$ cat config.mk
export PLATFORM = sky130hd
export DESIGN_NAME = wb_conmax_slv_arb
export DESIGN_NICKNAME = d
export VERILOG_FILES = /design/src/rtl/wb_conmax_pkg.sv /design/src/rtl/wb_conmax_rr_pick.sv /design/src/rtl/wb_conmax_slv_arb.sv
export SDC_FILE = /design/constraint.sdc
export NUM_CORES = 1
export LEC_CHECK = 0
export CAP_MARGIN = 5
export CELL_PAD_IN_SITES_DETAIL_PLACEMENT = 0
export CELL_PAD_IN_SITES_GLOBAL_PLACEMENT = 1
export CORE_MARGIN = 1
export CORE_UTILIZATION = 34
export CTS_CLUSTER_SIZE = 20
export DETAILED_ROUTE_END_ITERATION = 16
export PLACE_DENSITY = 0.64
export SLEW_MARGIN = 15
export SYNTH_ARGS = -nofsm -noshare
export SYNTH_HDL_FRONTEND = slang
export SYNTH_SLANG_ARGS = --single-unit
$ cat constraint.sdc
create_clock -name clk_i -period 26.1 [get_ports clk_i]
set_clock_uncertainty 0.1 [all_clocks]
set_input_delay 5.22 -clock clk_i [delete_from_list [all_inputs] [get_ports clk_i]]
set_output_delay 5.22 -clock clk_i [all_outputs]
set_load 0.01 [all_outputs]
$ cat src/rtl/wb_conmax_pkg.sv
// Shared types and helpers for the WISHBONE interconnect slave-port arbiter.
//   NUM_MST     : number of masters (fixed at 8, 3-bit index)
//   mst_idx_t   : master index
//   pri_t       : per-master priority level (up to 2 bits)
//   arb_state_e : arbiter state (IDLE / OWN)
//   onehot()    : index -> one-hot master vector
package wb_conmax_pkg;

    localparam int NUM_MST = 8;

    typedef logic [2:0] mst_idx_t;
    typedef logic [1:0] pri_t;

    typedef enum logic [0:0] {
        IDLE = 1'b0,
        OWN  = 1'b1
    } arb_state_e;

    function automatic logic [NUM_MST-1:0] onehot(mst_idx_t idx);
        logic [NUM_MST-1:0] v;
        v      = '0;
        v[idx] = 1'b1;
        return v;
    endfunction

endpackage

$ cat src/rtl/wb_conmax_rr_pick.sv
// Combinational round-robin picker.
//   req_i    : request vector, already filtered to the winning priority level
//   ptr_i    : last winner at this level; the search starts at ptr_i+1 and wraps 7->0
//   winner_o : first asserted request found
//   found_o  : any request asserted
module wb_conmax_rr_pick
    import wb_conmax_pkg::*;
(
    input  logic [NUM_MST-1:0] req_i,
    input  logic [2:0]         ptr_i,
    output logic [2:0]         winner_o,
    output logic               found_o
);

    mst_idx_t idx;

    // Walk from the farthest candidate back to ptr+1 so the nearest hit is written last.
    always_comb begin
        winner_o = '0;
        found_o  = 1'b0;
        idx      = '0;
        for (int i = NUM_MST; i >= 1; i--) begin
            idx = ptr_i + 3'(i);
            if (req_i[idx]) begin
                winner_o = idx;
                found_o  = 1'b1;
            end
        end
    end

endmodule

$ cat src/rtl/wb_conmax_slv_arb.sv
// Per-slave-port arbiter for the 8-master x 16-slave WISHBONE interconnect.
// Highest priority wins; round-robin among equals; ownership held for the whole
// bus cycle, with a watchdog that forces release of a hung slave.
//   clk_i     : interconnect clock
//   rst_i     : asynchronous reset, active-low
//   req_i     : per-master request (cyc & address hit)
//   pri_i     : per-master priority, master m at [m*PRI_BITS +: PRI_BITS]
//   term_i    : slave ack|err|rty this cycle
//   gnt_o     : owning master index
//   gnt_vld_o : gnt_o valid
//   gnt_oh_o  : one-hot grant, zero when not valid
//   timeout_o : one-cycle pulse on watchdog release
module wb_conmax_slv_arb #(
    parameter int unsigned NUM_MST  = 8,
    parameter int unsigned PRI_BITS = 2,
    parameter int unsigned TIMEOUT  = 256
) (
    input  logic                        clk_i,
    input  logic                        rst_i,
    input  logic [NUM_MST-1:0]          req_i,
    input  logic [NUM_MST*PRI_BITS-1:0] pri_i,
    input  logic                        term_i,
    output logic [2:0]                  gnt_o,
    output logic                        gnt_vld_o,
    output logic [NUM_MST-1:0]          gnt_oh_o,
    output logic                        timeout_o
);
    import wb_conmax_pkg::*;

    localparam int unsigned WdW = (TIMEOUT > 1) ? $clog2(TIMEOUT) : 1;

    arb_state_e         state_q;
    mst_idx_t           gnt_q;
    logic               vld_q;
    logic [NUM_MST-1:0] oh_q;
    logic               timeout_q;
    logic [WdW-1:0]     wd_q;
    logic [NUM_MST-1:0] mask_q;     // timed-out masters, blocked until their req drops
    mst_idx_t           rr_ptr_q [4];

    logic               owner_req;
    logic               release_now;
    logic               wd_fire;
    logic               arb_en;
    logic [NUM_MST-1:0] excl;
    logic [NUM_MST-1:0] elig;
    logic [NUM_MST-1:0] lvl_req;
    pri_t               max_pri;
    mst_idx_t           winner;
    logic               found;

    assign owner_req   = req_i[gnt_q];
    assign release_now = (state_q == OWN) && !owner_req;
    // Normal release takes precedence: wd_fire requires the owner still requesting.
    assign wd_fire     = (TIMEOUT != 0) && (state_q == OWN) && owner_req && !term_i &&
                         (wd_q == WdW'(TIMEOUT - 1));
    assign arb_en      = (state_q == IDLE) || release_now || wd_fire;

    // Reduce requests to those at the highest asserted priority level.
    always_comb begin
        excl = mask_q;
        if (wd_fire) begin
            excl[gnt_q] = 1'b1;
        end
        elig    = req_i & ~excl;
        max_pri = '0;
        for (int m = 0; m < NUM_MST; m++) begin
            if (elig[m] && (pri_t'(pri_i[m*PRI_BITS +: PRI_BITS]) > max_pri)) begin
                max_pri = pri_t'(pri_i[m*PRI_BITS +: PRI_BITS]);
            end
        end
        lvl_req = '0;
        for (int m = 0; m < NUM_MST; m++) begin
            lvl_req[m] = elig[m] && (pri_t'(pri_i[m*PRI_BITS +: PRI_BITS]) == max_pri);
        end
    end

    wb_conmax_rr_pick u_pick (
        .req_i    (lvl_req),
        .ptr_i    (rr_ptr_q[max_pri]),
        .winner_o (winner),
        .found_o  (found)
    );

    always_ff @(posedge clk_i or negedge rst_i) begin
        if (!rst_i) begin
            state_q   <= IDLE;
            gnt_q     <= '0;
            vld_q     <= 1'b0;
            oh_q      <= '0;
            timeout_q <= 1'b0;
            wd_q      <= '0;
            mask_q    <= '0;
            for (int l = 0; l < 4; l++) begin
                rr_ptr_q[l] <= 3'(NUM_MST - 1);
            end
        end else begin
            timeout_q <= 1'b0;
            mask_q    <= (mask_q & req_i) | (wd_fire ? onehot(gnt_q) : '0);
            if (arb_en) begin
                wd_q <= '0;
                if (found) begin
                    state_q           <= OWN;
                    gnt_q             <= winner;
                    vld_q             <= 1'b1;
                    oh_q              <= onehot(winner);
                    rr_ptr_q[max_pri] <= winner;
                end else begin
                    state_q <= IDLE;
                    vld_q   <= 1'b0;
                    oh_q    <= '0;
                end
                if (wd_fire) begin
                    timeout_q <= 1'b1;
                end
            end else if (state_q == OWN) begin
                wd_q <= term_i ? '0 : wd_q + 1'b1;
            end
        end
    end

    assign gnt_o     = gnt_q;
    assign gnt_vld_o = vld_q;
    assign gnt_oh_o  = oh_q;
    assign timeout_o = timeout_q;

endmodule

==> results of run 1 <==
==> per-layer routing <==
layer / share of wire [%] / global-route usage [%] / wire (um) / vias up
met5: 0 / 0 / 0 / -
met3: 3.6 / 2.471 / 520 / 16
met2: 45 / 33.86 / 6600 / 119
met1: 49 / 29.75 / 7165 / 2172
li1: - / - / - / 2133
met4: 1.6 / 5.929 / 236 / 0
==> flip-flops by register name, indices dropped and copies added (netlist names) <==
register	flops
rr_ptr_q	12
gnt_oh_o	8
mask_q	8
wd_q	8
gnt_o	3
gnt_vld_o	1
timeout_o	1
==> metrics by stage <==
| step | utilization, % | instances | area, um2 | setup WS, ns | hold WS (ns) |
|---|---|---|---|---|---|
| global placement | 38.05 | 749 | 5019 | 7.143 | 0.3670 |
| global route | 39.18 | 757 | 5167 | 6.134 | 0.4075 |
| floorplan | - | 567 | 4584 | 8.934 | 0.3446 |
| CTS | 39.18 | 757 | 5167 | 7.051 | 0.3819 |
| detailed placement | 38.05 | 749 | 5019 | 6.796 | 0.3667 |
| finish | 39.18 | 757 | 5167 | 6.972 | 0.3766 |
==> cell families (layout without fill, tap and decap cells) <==
| group | count (synthesis) | in the layout | share of synthesized area, % |
|---|---|---|---|
| buf+inv | 56 | 70 | 5.677 |
| simple gates | 239 | 239 | 27.16 |
| fa+ha+maj | 13 | 13 | 3.521 |
| xor+xnor | 9 | 9 | 2.702 |
| mux | 54 | 54 | 13.81 |
| compound gates | 155 | 155 | 24.43 |
| flops | 41 | 41 | 22.71 |
==> critical path: cells and delay by family <==
| kind | cells | cell delay (ns) |
|---|---|---|
| buffers and inverters | 6 | 0.93 |
| muxes | 7 | 3.09 |
| and+or+nand+nor | 15 | 2.65 |
| AOI/OAI and AO/OA | 21 | 5.00 |
| adders and majority gates | 8 | 2.32 |
==> cell type report <==
type | count | area (um2)
sequential | 41 | 1041
tap | 176 | 220.2
fill | 1335 | 8023
inverter | 23 | 88.84
timing repair buffer | 39 | 385.4
clock inverter | 3 | 23.77
multi-input combinational | 470 | 3283
clock buffer | 5 | 125.1
==> worst max path at each step <==
stage | start | endpoint | slack (ns) | cells past startpoint
floorplan | req_i[7] | gnt_oh_o[2] | 8.93 | 60
global placement | req_i[6] | gnt_oh_o[1] | 7.14 | 57
detailed placement | req_i[6] | gnt_oh_o[0] | 6.80 | 57
CTS | req_i[6] | gnt_oh_o[0] | 7.05 | 57
global route | req_i[6] | gnt_oh_o[1] | 6.13 | 57
finish | req_i[6] | gnt_oh_o[0] | 6.97 | 57
==> power breakdown <==
part / internal (mW) / leakage, nW / switching [mW]
Sequential: 0.0891 / 0.516 / 0.0304
Clock: 0.0361 / 0.0747 / 0.0288
Combinational: 0.191 / 1.45 / 0.285
==> layout by cell type, fill, tap and decap left out, drive strengths merged, types with 18 or more instances in the layout <==
| cell | Yosys | layout |
|---|---|---|
| nand3 | 18 | 18 |
| a21oi | 25 | 25 |
| o21ai | 42 | 42 |
| nand2 | 74 | 74 |
| nor3 | 29 | 29 |
| mux2i | 22 | 22 |
| inv | 23 | 25 |
| dfrtp | 29 | 29 |
| nor2 | 41 | 41 |
| clkdlybuf4s50 | 0 | 38 |
| mux2 | 28 | 28 |
==> results.txt, run 1 <==
----------------------------------------------------
[GRT]
  Total grt overflow ... 0
  Pin count of the biggest net entering global routing ... 42
  Antenna violations before repair ... 0
  GRT Util Overall ... 21.12%
  Via count of the first global-routing pass ... 4272
  Wire length of the first global-routing pass ... 23450 um

[STA]
  Measured slew at the worst slew-check pin ... 0.9275 ns
  Relative max-transition margin ... 38.16%
  Final worst path period share ... 73.29%
  Final hold violations ... 0
  Post-layout minimum cycle time ... 19.13 ns
  Setup violators final ... 0
  Number of pins with negative max-slew slack in the final report ... 0
  Peak Freq ... 0.05228 GHz
  Setup TNS ... 0 ns
  Unrepaired setup endpoints after global routing ... false

[Logic synthesis]
  Most frequently used cell type in the post-synthesis netlist ... nand2_1
  Sequential-to-total area share from yosys stat ... 22.71%
  Post-synth top area cell ... dfrtp_1
  Asr flop ratio synth ... 100.0%
  Count of mapped cells out of synthesis ... 567
  Count of cell types in the netlist ... 87
  Syn Nets ... 606
  Register bit count reported by yosys ... 41
  Total standard cell area after synthesis ... 0.004584 mm2
  Post-synthesis area per instance ... 8.085 um2
  Share of the synthesized area in the top cell type ... 15.83%
  Number of warnings issued by yosys ... 0
  Leading post-synthesis cells by cell area ... dfrtp_1, dfstp_2, nand2_1, mux2_2, mux2i_1
  Synth cell count leaders ... nand2_1, nor2_1, o21ai_0
  EDFF count, synth ... 0
  Most used flip-flop cell after synthesis ... dfrtp_1

[Drt]
  Drt initial violations ... 419
  Routed wire length per instance ... 19.18 um
  First-pass iteration count of the detailed router ... 5
  Via density ... 5.865
  Number of vias after detailed routing ... 4440
  Total wire length after detailed routing ... 14520 um
  Number of design rule violations left after detail routing ... 0
  Count of antenna-violating nets left after detailed routing ... 0

[Worst setup path]
  Crit-path slowest cell ... a31oi_4
  Critical R2R Capture ... gnt_oh_o[0]
  Reg2Reg Setup Slack ... 11.52 ns
  Reg-to-reg startpoint ... gnt_o[0]
  CP startpoint kind ... input pin
  Number of cells on the worst reg-to-reg path ... 56
  Most Frequent Cell on Critical Path ... ha_1
  Worst Path Max Fanout ... 28
  CP Data Arrival Time ... 19.26 ns
  Type of destination of the critical path ... register
  Delay of the slowest cell on the worst path ... 0.75 ns
  Critical path start-end classification ... in2reg
  Data required time at the worst endpoint ... 26.23 ns

[Clock network]
  Resized Gates After CTS ... 0
  Clock transition at path regs ... 0.07 ns
  Count of H-tree levels built during CTS ... 2
  Number of hold buffers added after cts ... 0
  Post-CTS setup buffer count ... 0
  Max clock buf depth ... 2
  Clock latency on the worst-skew pair ... 0.29 ns
  Number of buffers added by the clock tree synthesis step ... 5
  CTS root buffer ... clkbuf_16
  CTS tree ... done
  Number of sinks on the clock net ... 41

[Min path]
  Hold Startpoint ... wd_q[0]
  Class of the worst hold path ... reg2reg
  Hold Path Stages ... 1
  End point of the worst hold path ... wd_q[0]

[Outcome]
  Outcome ... finished, final reports clean

[Layout]
  Total Nets Final ... 619
  Antenna diode instance count ... 0
  Fraction of final layout cells sized beyond drive strength 1 ... 13.94%
  Area delta synth->final ... 12.72%

[Floorplan]
  DIE WIDTH ... 118.1 um
  Die area ... 0.01395 mm2
  Vertical die dimension ... 118.1 um
  Site row count ... 42
  Placeable core region ... 0.01319 mm2
  Initial cell density of the core ... 34.76%
  Ports ... 40

[Pwr]
  Power per cell area ... 127.8 mW/mm2
  Overall Power ... 0.6605 mW
  LEAKAGE ... 2.046 nW
  Peak supply drop ... 0.00005196 V

[Placed design]
  Detail Placement HPWL ... 11310 um
  Number of buffers added on ports ... 39
  Final estimated routing congestion in global placement ... 0.9063

[Flow run]
  Max-cap violations ... 0

----------------------------------------------------
No activity file was read; power rests on OpenSTA's default activity.
==> run 2: changes to the inputs <==
==> constraint.sdc (replaced) <==
create_clock -name clk_i -period 19.1 [get_ports clk_i]
set_clock_uncertainty 0.1 [all_clocks]
set_input_delay 3.82 -clock clk_i [delete_from_list [all_inputs] [get_ports clk_i]]
set_output_delay 3.82 -clock clk_i [all_outputs]
set_load 0.01 [all_outputs]
==> results.txt, run 2 (same netlist as run 1, synthesis figures left out) <==
----------------------------------------------------
[Outcome]
  Outcome ... finished, final reports clean

[GRT]
  Total grt overflow ... 0
  Via count of the first global-routing pass ... 4170
  Antenna violations before repair ... 0
  Pin count of the biggest net entering global routing ... 42
  GRT Util Overall ... 21.10%
  Wire length of the first global-routing pass ... 23170 um

[Floorplan]
  Vertical die dimension ... 118.1 um
  Ports ... 40
  Initial cell density of the core ... 34.76%
  Site row count ... 42
  DIE WIDTH ... 118.1 um
  Placeable core region ... 0.01319 mm2
  Die area ... 0.01395 mm2

[Layout]
  Antenna diode instance count ... 0
  Sequential cell area in the final layout ... 0.001041 mm2
  Total Nets Final ... 620
  Most used cells in the layout excluding fill and tap cells ... nand2_1, nor2_1, o21ai_0, clkdlybuf4s50_1, dfrtp_1
  Footprint of the multi-input gates ... 0.003283 mm2
  Number of inserted filler cells in the final layout ... 1338
  Fraction of final layout cells sized beyond drive strength 1 ... 14.09%
  Most frequent standard cell in the layout excluding fill and tap cells ... nand2_1
  Largest Register ... rr_ptr_q
  Largest register FFs ... 12
  Area delta synth->final ... 12.91%

[Drt]
  Number of vias after detailed routing ... 4448
  Count of antenna-violating nets left after detailed routing ... 0
  Number of design rule violations left after detail routing ... 0
  Drt initial violations ... 362
  Total wire length after detailed routing ... 14220 um
  First-pass iteration count of the detailed router ... 5
  Via density ... 5.868
  Routed wire length per instance ... 18.76 um

[Worst setup path]
  Reg-to-reg startpoint ... gnt_o[0]
  Reg2Reg Setup Slack ... 4.68 ns
  Crit-path slowest cell ... a31oi_4
  End point of the critical path ... rr_ptr_q[8]
  Critical path start-end classification ... in2reg
  Delay of the slowest cell on the worst path ... 0.70 ns
  Data required time at the worst endpoint ... 19.22 ns
  Number of cells on the worst reg-to-reg path ... 57
  Worst Path Max Fanout ... 28
  Launch point of the worst path ... req_i[6]
  Most Frequent Cell on Critical Path ... ha_1
  Stages on the worst setup path ... 57
  CP startpoint kind ... input pin
  Buffering stage count on the worst path with inverters included ... 5
  Type of destination of the critical path ... register
  Delay-heaviest family, CP ... compound AO/OA/AOI/OAI gates
  Critical R2R Capture ... rr_ptr_q[8]
  CP Data Arrival Time ... 17.70 ns

[Pwr]
  Seq pwr share ... 18.1%
  LEAKAGE ... 2.046 nW
  Peak supply drop ... 0.0001038 V
  Switching power as a share of total power ... 51.81%
  Overall Power ... 0.8989 mW
  Switching Power ... 0.4657 mW
  Power per cell area ... 173.7 mW/mm2
  Relative contribution of the clock network to total power ... 9.7%
  Portion of total power attributed to combinational logic ... 72.2%
  Internal power consumption ... 0.4332 mW

[Min path]
  Class of the worst hold path ... reg2reg

[Clock network]
  Number of buffers added by the clock tree synthesis step ... 5
  Resized Gates After CTS ... 0
  Clock transition at path regs ... 0.06 ns
  Max clock buf depth ... 2
  Post-CTS setup buffer count ... 0
  Number of hold buffers added after cts ... 0
  Number of sinks on the clock net ... 41
  Clock latency on the worst-skew pair ... 0.29 ns
  CTS root buffer ... clkbuf_16
  Count of H-tree levels built during CTS ... 2
  CTS tree ... done

[Placed design]
  Detail Placement HPWL ... 11070 um
  Number of buffers added on ports ... 39
  Final estimated routing congestion in global placement ... 0.8885

[STA]
  Final hold violations ... 0
  Final worst path period share ... 92.03%
  Post-layout minimum cycle time ... 17.58 ns
  Peak Freq ... 0.05689 GHz
  Setup violators final ... 0
  Unrepaired setup endpoints after global routing ... false
  Setup TNS ... 0 ns
  Measured slew at the worst slew-check pin ... 0.9480 ns
  Number of pins with negative max-slew slack in the final report ... 0
  Relative max-transition margin ... 36.80%

[Flow run]
  Max-cap violations ... 0

----------------------------------------------------
[run 2: cell types whose count changed in the layout (fill, tap and decap cells not counted)]
cell        change
buf_4           +1
clkinvlp_4      +1
inv_4           -1
[run 2: power by group through the flow]
stage	logic, mW	registers [mW]	clock network (mW)
CTS	0.647	0.161	0.0897
detailed placement	0.643	0.162	0
finish	0.649	0.162	0.0872
floorplan	0.518	0.136	0
global route	0.709	0.168	0.0934
global placement	0.643	0.162	0
[run 2: through the flow]
stage | util, % | hold slack, ns | cells | setup slack, ns | cell area [um2]
after floorplan | - | 0.3446 | 567 | 3.334 | 4584
after global placement | 38.10 | 0.3656 | 750 | 1.628 | 5026
after detailed placement | 38.10 | 0.3668 | 750 | 1.331 | 5026
after CTS | 39.24 | 0.3814 | 758 | 1.603 | 5176
after global routing | 39.24 | 0.4007 | 758 | 0.5293 | 5176
final | 39.24 | 0.3748 | 758 | 1.521 | 5176
[run 2: worst min-delay path by stage]
stage | from | end | slack (ns) | depth (start not counted)
finish | wd_q[0] | wd_q[0] | 0.37 | 1
global route | wd_q[0] | wd_q[0] | 0.40 | 1
CTS | mask_q[1] | mask_q[1] | 0.38 | 2
detailed placement | mask_q[1] | mask_q[1] | 0.37 | 2
global placement | mask_q[1] | mask_q[1] | 0.37 | 2
floorplan | mask_q[0] | mask_q[0] | 0.34 | 2
[run 2: cell type report]
cell class / count / share of cell area (%)
clock buffers: 5 / 2.417
clock inverters: 3 / 0.4834
inverters: 23 / 1.716
multi-input cells: 470 / 63.43
flip-flops and latches: 41 / 20.11
well taps: 176 / 4.254
repair buffers: 40 / 7.590
[run 2: layer usage]
metal | GRT usage, % | share of wire (%) | vias to the layer above | routed length [um]
met3 | 3.440 | 5.3 | 22 | 749
met1 | 29.45 | 47 | 2145 | 6700
met5 | 0 | 0 | - | 0
met4 | 5.929 | 2.4 | 0 | 343
met2 | 33.42 | 45 | 136 | 6424
li1 | - | - | 2145 | -
==> run 3: changes to the inputs <==
--- a/config.mk
+++ b/config.mk
@@ -5,7 +5,6 @@
 export SDC_FILE = /design/constraint.sdc
 export NUM_CORES = 1
 export LEC_CHECK = 0
-export CAP_MARGIN = 5
 export CELL_PAD_IN_SITES_DETAIL_PLACEMENT = 0
 export CELL_PAD_IN_SITES_GLOBAL_PLACEMENT = 1
 export CORE_MARGIN = 1
@@ -13,6 +12,7 @@
 export CTS_CLUSTER_SIZE = 20
 export DETAILED_ROUTE_END_ITERATION = 16
 export PLACE_DENSITY = 0.64
+export SKIP_LAST_GASP = 1
 export SLEW_MARGIN = 15
 export SYNTH_ARGS = -nofsm -noshare
 export SYNTH_HDL_FRONTEND = slang
==> results of run 3 <==
Same layout as run 2: the final DEF is identical, and so are final timing and power.
